[config.mk]
export PLATFORM = sky130hd
export DESIGN_NAME = is_tx_msg_arbiter
export DESIGN_NICKNAME = d
export VERILOG_FILES = /design/src/rtl/is_tx_msg_arbiter.sv
export SDC_FILE = /design/constraint.sdc
export NUM_CORES = 1
export LEC_CHECK = 0
export CAP_MARGIN = 0
export CORE_MARGIN = 3
export CORE_UTILIZATION = 43
export DETAILED_ROUTE_END_ITERATION = 10
export GPL_TIMING_DRIVEN = 1
export PLACE_DENSITY_LB_ADDON = 0.15
export SYNTH_ARGS = -nofsm -noshare
export SYNTH_HDL_FRONTEND = slang
export SYNTH_SLANG_ARGS = --single-unit
[constraint.sdc]
create_clock -name clk_i -period 1.75 [get_ports clk_i]
set_clock_uncertainty 0.1 [all_clocks]
set_input_delay 0.4375 -clock clk_i [delete_from_list [all_inputs] [get_ports clk_i]]
set_output_delay 0.4375 -clock clk_i [all_outputs]
set_load 0.02 [all_outputs]
[src/rtl/is_tx_msg_arbiter.sv]
// Arbitrates the error and result message requesters onto the shared ROM and UART TX.
// Optional CR/LF trailer enabled by defining IS_TX_CRLF_EN.
module is_tx_msg_arbiter #(
    parameter int DATA_W    = 8,
    parameter int MEM_WIDTH = 6,
    parameter int RES_W     = 16
) (
    input  logic                 clk_i,
    input  logic                 rstn_i,
    input  logic                 err_req_i,
    input  logic [MEM_WIDTH-1:0] err_a0_i,
    input  logic [MEM_WIDTH-1:0] err_a1_i,
    input  logic                 res_req_i,
    input  logic [MEM_WIDTH-1:0] res_a0_i,
    input  logic [MEM_WIDTH-1:0] res_a1_i,
    input  logic [RES_W-1:0]     res_val_i,
    output logic                 err_done_o,
    output logic                 res_done_o,
    output logic                 busy_o,
    output logic [MEM_WIDTH-1:0] addr_o,
    input  logic [DATA_W-1:0]    data_i,
    input  logic                 tx_rdy_r_i,
    output logic                 tx_rdy_t_o,
    output logic [DATA_W-1:0]    tx_data_t_o,
    output logic [2:0]           state_o
);

    localparam int NDIG  = RES_W / 4;
    localparam int CNT_W = (NDIG > 1) ? $clog2(NDIG) : 1;

    typedef enum logic [2:0] {
        S_IDLE, S_ROM_RD, S_ROM_TX, S_HEX_TX, S_CR_TX, S_LF_TX, S_DONE
    } state_t;

`ifdef IS_TX_CRLF_EN
    localparam state_t S_TAIL = S_CR_TX;
`else
    localparam state_t S_TAIL = S_DONE;
`endif

    state_t               state, state_d;
    logic                 sel_res;
    logic [MEM_WIDTH-1:0] a1_q, addr_q;
    logic [RES_W-1:0]     res_sh;
    logic [CNT_W-1:0]     dig_q;
    logic                 stb_q;
    logic [DATA_W-1:0]    data_q;

    logic                 can_tx, grant, grant_res, send, addr_inc, hex_step;
    logic [MEM_WIDTH-1:0] load_a0, load_a1;
    logic [DATA_W-1:0]    send_byte;

    function automatic logic [7:0] hex_char(input logic [3:0] n);
        return (n < 4'd10) ? (8'h30 + {4'h0, n}) : (8'h37 + {4'h0, n});
    endfunction

    // Handshake: a byte is launched only when the UART reports idle and no
    // strobe was issued in the previous cycle (the UART needs a cycle to drop ready).
    assign can_tx = tx_rdy_r_i && !stb_q;

    always_comb begin
        state_d   = state;
        grant     = 1'b0;
        grant_res = 1'b0;
        load_a0   = '0;
        load_a1   = '0;
        send      = 1'b0;
        send_byte = '0;
        addr_inc  = 1'b0;
        hex_step  = 1'b0;
        case (state)
            S_IDLE: begin
                if (err_req_i) begin
                    grant   = 1'b1;
                    load_a0 = err_a0_i;
                    load_a1 = err_a1_i;
                    state_d = (err_a1_i < err_a0_i) ? S_TAIL : S_ROM_RD;
                end else if (res_req_i) begin
                    grant     = 1'b1;
                    grant_res = 1'b1;
                    load_a0   = res_a0_i;
                    load_a1   = res_a1_i;
                    state_d   = (res_a1_i < res_a0_i) ? S_HEX_TX : S_ROM_RD;
                end
            end
            S_ROM_RD: state_d = S_ROM_TX;
            S_ROM_TX: begin
                if (can_tx) begin
                    send      = 1'b1;
                    send_byte = data_i;
                    // Stop on equality so a segment ending at the top address never wraps.
                    if (addr_q == a1_q) begin
                        state_d = sel_res ? S_HEX_TX : S_TAIL;
                    end else begin
                        addr_inc = 1'b1;
                        state_d  = S_ROM_RD;
                    end
                end
            end
            S_HEX_TX: begin
                if (can_tx) begin
                    send      = 1'b1;
                    send_byte = DATA_W'(hex_char(res_sh[RES_W-1 -: 4]));
                    hex_step  = 1'b1;
                    if (dig_q == CNT_W'(NDIG - 1)) state_d = S_TAIL;
                end
            end
`ifdef IS_TX_CRLF_EN
            S_CR_TX: begin
                if (can_tx) begin
                    send      = 1'b1;
                    send_byte = DATA_W'(8'h0D);
                    state_d   = S_LF_TX;
                end
            end
            S_LF_TX: begin
                if (can_tx) begin
                    send      = 1'b1;
                    send_byte = DATA_W'(8'h0A);
                    state_d   = S_DONE;
                end
            end
`endif
            S_DONE:  state_d = S_IDLE;
            default: state_d = S_IDLE;
        endcase
    end

    always_ff @(posedge clk_i or negedge rstn_i) begin
        if (!rstn_i) begin
            state   <= S_IDLE;
            sel_res <= 1'b0;
            a1_q    <= '0;
            addr_q  <= '0;
            res_sh  <= '0;
            dig_q   <= '0;
            stb_q   <= 1'b0;
            data_q  <= '0;
        end else begin
            state <= state_d;
            stb_q <= send;
            if (send) data_q <= send_byte;
            if (grant) begin
                sel_res <= grant_res;
                a1_q    <= load_a1;
                addr_q  <= load_a0;
                dig_q   <= '0;
                res_sh  <= grant_res ? res_val_i : '0;
            end
            if (addr_inc) addr_q <= addr_q + 1'b1;
            // Shift the next nibble into the top position after each digit.
            if (hex_step) begin
                res_sh <= res_sh << 4;
                dig_q  <= dig_q + 1'b1;
            end
        end
    end

    assign err_done_o  = (state == S_DONE) && !sel_res;
    assign res_done_o  = (state == S_DONE) &&  sel_res;
    assign busy_o      = (state != S_IDLE);
    assign addr_o      = addr_q;
    assign tx_rdy_t_o  = stb_q;
    assign tx_data_t_o = data_q;
    assign state_o     = state;

endmodule

==> metrics.txt, run 1 <==
Final Wtd Congestion=0.8597; Mapped Cells=262; Post-synth EDFFs=0; ANT nets after route=0; CTS sink cnt=43; RSZ-0062 raised after global routing=yes; Synth Cell Area=0.002534 mm^2; Fmax achieved=0.5645 GHz; initial antenna violation count=0; Unique masters post-synth=53; type of the worst setup path=input port to flop; Leak=0.001898 uW; vias in the first global route=2318; gr ovfl total=0; Max Cap Viol=0; Setup Viol. Count Final=5; per-cell routed wire length=15.82 um; vias=2535; post-DP HPWL=5094 um; CTS H-tree depth=2; Bufs on Longest Clock Path=2; # fillers=470; routed length on met2=3409 um; vias per inst=5.499; Core Area=0.005608 mm^2; Critical Path Fanout Max=3; gr usage total=21.41%; Pwr Total=5520 uW; ys flop type=dfrtp_1; Tcrit/Tclk final=101.2%; Starting Density=45.18%; final setup margin=-0.02163 ns; asr flop ratio synth=100.0%; status=finished, violations left; ratio of cells with drive above 1 in the final layout=28.02%; 1st-iter DRT viols=215; failing checks=negative setup slack; metal3 WL=422 um; Clock transition at path regs=0.09 ns; Worst-Margin Slew=0.4208 ns; CP required=1.85 ns; r2r startpoint=a1_q[2]$_DFFE_PN0P_; largest net degree at the start of global routing=44; CTS tree=built; R2R Setup Slk=-0.02 ns; Cell Count, Final, Fillers Out=461; Setup WS pre-CTS=-0.5820 ns; PwrDens=1378 mW/mm^2; Critical Path AT=1.87 ns; Hold Crit Class=input port to async pin; die height=82.76 um; drt first pass iters=6; width of the die=82.76 um; CP endpoint kind=flop; Yosys reg bits=43; # placed instances=439; # DRC=0; Max-slew headroom=71.95%; Buffers on Ports=73; root buf cell=clkbuf_8; YS warnings=0; Mapped Nets=328; setup_tns=-0.06331 ns; CTS Buf Count=5; reg2reg end=addr_o[2]$_DFFE_PN0P_; Min Clock Period, post-route=1.772 ns; Max Used Layer=met4; # hold bufs at CTS=0; Worst VDD drop=0.0008449 V; site row count=27; Startpoint Class=input port; Fin. Hold Viols=0; syn_area_per_cell=9.671 um^2; synthesis-to-layout area growth=58.07%; boundary pin count=74; Met1 Wirelength=3328 um; global-route wire length before repair=11120 um; Reg2Reg Depth=6; ANT cells=0; clock latency on the worst-skew pair=0.29 ns; die area=0.006849 mm^2; Post-Route WL=7291 um; Slew Limit Fails=0; Final nets=454; post-synthesis sequential area ratio=42.47%
cell families (layout without fill, tap and decap cells):
family,count (synthesis),count (layout),synth area share [%]
mux,6,6,2.815
buf+inv,40,165,6.815
fa+ha+maj,13,13,6.420
xor+xnor,7,7,2.420
simple gates,69,71,15.31
flops,43,43,42.47
compound gates,84,84,23.75
cells in the final DEF (no fill, tap or decap), types with 9 or more instances in the layout:
cell type / Yosys / layout
buf_4: 2 / 45
a222oi_1: 11 / 11
buf_6: 1 / 9
o21ai_1: 16 / 14
clkdlybuf4s50_1: 0 / 40
a21oi_1: 12 / 11
ha_1: 13 / 9
dlygate4sd2_1: 0 / 25
inv_1: 24 / 22
dfrtp_1: 43 / 39
nand2_1: 22 / 22
worst max-delay path by stage:
stage                      startpoint                endpoint  slack [ns]  cells past startpoint
2_1_floorplan  state_o[0]$_DFFE_PN0P_              err_done_o       0.005                      2
3_3_place_gp              err_a0_i[5]  state_o[1]$_DFFE_PN0P_       -0.53                      9
3_5_place_dp              err_a0_i[5]  state_o[1]$_DFFE_PN0P_       -0.58                      9
4_1_cts        state_o[2]$_DFFE_PN0P_              res_done_o       -0.07                      4
5_1_grt        state_o[0]$_DFFE_PN0P_   res_sh[6]$_DFFE_PN0P_        -0.1                      7
6_report                  err_a0_i[1]  state_o[1]$_DFFE_PN0P_       -0.02                      8
area by class of cell:
class / count / area [um^2] / area share, %
Tap cell: 72 / 90.09 / 2.249
Inverter: 28 / 107.6 / 2.687
Sequential cell: 43 / 1081 / 26.99
Clock buffer: 6 / 72.57 / 1.812
Timing Repair Buffer: 129 / 1186 / 29.62
Clock inverter: 2 / 12.51 / 0.3124
Multi-Input combinational cell: 181 / 1455 / 36.33
worst max-delay path: stages:
cell	delay (ns)
clkdlybuf4s50_1	0.47
inv_1	0.04
ha_1	0.28
a21oi_1	0.23
o21ai_2	0.11
nand2b_4	0.10
a21oi_1	0.05
o22ai_1	0.14
registers in the layout, summed over array words and instances, names as in the netlist:
| signal | cells |
|---|---|
| tx_data_t_o | 8 |
| res_sh | 16 |
| addr_o | 6 |
| tx_rdy_t_o | 1 |
| a1_q | 6 |
| state_o | 3 |
| dig_q | 2 |
| sel_res | 1 |
synth_stat cells, types with 2 or more instances:
master | instances | share of area [%]
dfrtp_1 | 43 | 42
inv_1 | 24 | 3.6
nand2_1 | 22 | 3.3
o21ai_1 | 16 | 3.2
ha_1 | 13 | 6.4
a21oi_1 | 12 | 2.4
a222oi_1 | 11 | 4.3
a22oi_1 | 8 | 2.4
nor2_1 | 8 | 1.2
nor2b_1 | 8 | 2.0
a31oi_1 | 7 | 1.7
xnor2_1 | 7 | 2.4
nand2b_1 | 6 | 1.5
a22o_1 | 5 | 1.7
and3_1 | 5 | 1.2
clkbuf_1 | 5 | 0.74
nand3_1 | 5 | 0.99
o21ai_0 | 5 | 0.99
o22ai_1 | 5 | 1.2
buf_2 | 4 | 0.79
inv_2 | 3 | 0.44
mux2i_1 | 3 | 1.2
nor2_2 | 3 | 0.74
and4_1 | 2 | 0.69
buf_4 | 2 | 0.59
mux2_4 | 2 | 1.2
or2_1 | 2 | 0.49
metal layers:
| metal | global-route usage (%) | up-vias |
|---|---|---|
| met3 | 3.471 | 12 |
| li1 | - | 1224 |
| met1 | 30.70 | 1206 |
| met2 | 33.17 | 93 |
| met4 | 6.373 | 0 |
| met5 | 0 | - |
power breakdown:
| part | internal, uW | leakage (uW) | switching (uW) |
|---|---|---|---|
| Sequential | 1410 | 0.000536 | 373 |
| Combinational | 1590 | 0.00132 | 1520 |
| Clock | 279 | 0.0000412 | 340 |
what timing repair did:
action,in CTS,in global routing
endpoints found under the setup margin,43,35
gates cloned,0,3
pin swaps,16,12
resized for setup,63,22
setup buffers,7,5
through the flow:
step                      hold slack [ns]  area, um^2  util (%)
after floorplan                   0.04191        2551         -
after global placement             0.3304        3670     65.44
after detailed placement           0.3299        3670     65.44
after CTS                         0.01344        3859     68.81
after global routing              0.01777        4005     71.42
final                            0.007888        4005     71.42
No activity file was read; power rests on OpenSTA's default activity.
==> run 2, diff against run 1 <==
--- a/config.mk
+++ b/config.mk
@@ -5,11 +5,12 @@
 export SDC_FILE = /design/constraint.sdc
 export NUM_CORES = 1
 export LEC_CHECK = 0
-export CAP_MARGIN = 0
 export CORE_MARGIN = 3
 export CORE_UTILIZATION = 43
+export CTS_CLUSTER_SIZE = 8
 export DETAILED_ROUTE_END_ITERATION = 10
 export GPL_TIMING_DRIVEN = 1
+export MAX_ROUTING_LAYER = met4
 export PLACE_DENSITY_LB_ADDON = 0.15
 export SYNTH_ARGS = -nofsm -noshare
 export SYNTH_HDL_FRONTEND = slang
==> metrics.txt, run 2 (synthesis results as in run 1) <==
status=finished, violations left (unchanged); failing checks=negative setup slack (unchanged); gr ovfl total=0 (unchanged); CTS sink cnt=43 (unchanged); CP endpoint kind=primary output (was flop); root buf cell=clkbuf_8 (unchanged); # hold bufs at CTS=0 (unchanged); post-DP HPWL=5151 um (was 5094 um); Starting Density=45.18% (unchanged); CTS H-tree depth=2 (unchanged); Slew Limit Fails=0 (unchanged); # fillers=436 (was 470); final setup margin=-0.05026 ns (was -0.02163 ns); Final Hold Slack=0.002165 ns (was 0.007888 ns); placed cell area=0.003670 mm^2 (unchanged); initial antenna violation count=0 (unchanged); Max Cap Viol=0 (unchanged); gr usage total=22.49% (was 21.41%); per-cell routed wire length=15.98 um (was 15.82 um); area of the multi-input gates=0.001476 mm^2 (was 0.001455 mm^2); synthesis-to-layout area growth=60.59% (was 58.07%); ANT nets after route=0 (unchanged); CP required=1.21 ns (was 1.85 ns); largest net degree at the start of global routing=44 (unchanged); Core Area=0.005608 mm^2 (unchanged); Max-slew headroom=76.53% (was 71.95%); CTS Buf Count=5 (unchanged); drt first pass iters=5 (was 6); Leak=0.001978 uW (was 0.001898 uW); # DRC=0 (unchanged); Post-Route WL=7417 um (was 7291 um); commonest cells after routing, fill and taps aside=48 x buf_4, 38 x dfrtp_1, 35 x clkdlybuf4s50_1 (was 45 x buf_4, 40 x clkdlybuf4s50_1, 39 x dfrtp_1); Worst VDD drop=0.001045 V (was 0.0008449 V); fin area=0.004069 mm^2 (was 0.004005 mm^2); Hold Crit Class=input port to async pin (unchanged); Finished Core Util=72.56% (was 71.42%); global-route wire length before repair=11470 um (was 11120 um); Final nets=457 (was 454); vias=2500 (was 2535); Critical Path AT=1.26 ns (was 1.87 ns); vias per inst=5.388 (was 5.499); die height=82.76 um (unchanged); Buffers on Ports=73 (unchanged); width of the die=82.76 um (unchanged); Critical Path Fanout Max=5 (was 3); Min Clock Period, post-route=1.800 ns (was 1.772 ns); Clock transition at path regs=0.08 ns (was 0.09 ns); ratio of cells with drive above 1 in the final layout=30.10% (was 28.02%); type of the worst setup path=flop to primary output (was input port to flop); Final Wtd Congestion=0.8207 (was 0.8597); Bufs on Longest Clock Path=2 (unchanged); Reg with most FFs=res_sh (unchanged); ANT cells=0 (unchanged); Setup Viol. Count Final=11 (was 5); PwrDens=1374 mW/mm^2 (was 1378 mW/mm^2); Fmax achieved=0.5555 GHz (was 0.5645 GHz); FF/Latch Area=0.001082 mm^2 (was 0.001081 mm^2); die area=0.006849 mm^2 (unchanged); clock latency on the worst-skew pair=0.29 ns (about the same); 1st-iter DRT viols=167 (was 215); Startpoint Class=flop (was input port); commonest non-fill, non-tap cell in the layout=buf_4 (unchanged); site row count=27 (unchanged); vias in the first global route=2391 (was 2318); Tcrit/Tclk final=102.9% (was 101.2%); CTS tree=built (unchanged); Worst-Margin Slew=0.3520 ns (was 0.4208 ns); max reg flops=16 (unchanged); boundary pin count=74 (unchanged); Fin. Hold Viols=0 (unchanged); RSZ-0062 raised after global routing=yes (unchanged)
## run 2: cell types whose count changed in the layout (fill, tap and decap cells not counted), sizes merged
cell	previous run	this run
dlygate4sd2	25	22
buf	59	63
dlymetal6s2s	1	9
clkdlybuf4s15	2	1
clkdlybuf4s50	40	35
## run 2: what timing repair did
action                                  CTS  global route
gates resized for setup                  63            34
buffers inserted                          6             9
gates cloned                              1             2
endpoints found under the setup margin   39            33
pin swaps                                17            24
## run 2: final cells by class
| cell class | count | share of cell area, % |
|---|---|---|
| sequential | 43 | 26.60 |
| tap | 72 | 2.214 |
| inverter | 28 | 2.645 |
| multi-input combinational | 181 | 36.29 |
| clock inverter | 2 | 0.3075 |
| clock buffer | 6 | 1.784 |
| timing repair buffer | 132 | 30.17 |
## run 2: where the power goes
group	internal (uW)	total (uW)	switching [uW]	leakage, uW
clock network	279	622	343	0.0000412
logic	1630	3180	1550	0.00140
registers	1410	1790	378	0.000535
total	3320	5590	2270	0.00198
## run 2: worst max-delay path, stage by stage (launching register included)
cell,delay (ns)
dfrtp_2,0.47
buf_4,0.16
inv_2,0.04
and4_1,0.18
buf_6,0.12
## run 2: path summary, 6_finish.rpt
check / startpoint / to / slack [ns] / cells past startpoint
max reg2reg: a1_q[4]$_DFFE_PN0P_ / addr_o[2]$_DFFE_PN0P_ / -0.04 / 6
min in group clk_i: err_a1_i[5] / a1_q[5]$_DFFE_PN0P_ / 0.35 / 3
min reg2reg: tx_data_t_o[4]$_DFFE_PN0P_ / tx_data_t_o[4]$_DFFE_PN0P_ / 0.37 / 2
min: rstn_i / a1_q[5]$_DFFE_PN0P_ / 0.002 / 2
max in group asynchronous: rstn_i / addr_o[2]$_DFFE_PN0P_ / 1.31 / 2
max: state_o[0]$_DFFE_PN0P_ / res_done_o / -0.05 / 4
## run 2: through the flow
| step | power, uW | cells | setup TNS [ns] | worst slack [ns] |
|---|---|---|---|---|
| finish | 5590 | 464 | -0.2376 | -0.05026 |
| global placement | 4606 | 439 | -9.111 | -0.5582 |
| global route | 5985 | 464 | -1.719 | -0.1432 |
| CTS | 5283 | 453 | -0.3695 | -0.07713 |
| floorplan | 3423 | 262 | 0 | 0.005202 |
| detailed placement | 4676 | 439 | -10.48 | -0.5652 |
## run 2: per-layer routing
layer | vias up | wire [um] | GRT usage (%)
met5 | - | 0 | -
met4 | 0 | 27 | 4.248
met3 | 2 | 397 | 3.037
met2 | 81 | 3604 | 35.58
met1 | 1191 | 3388 | 31.16
li1 | 1226 | - | -
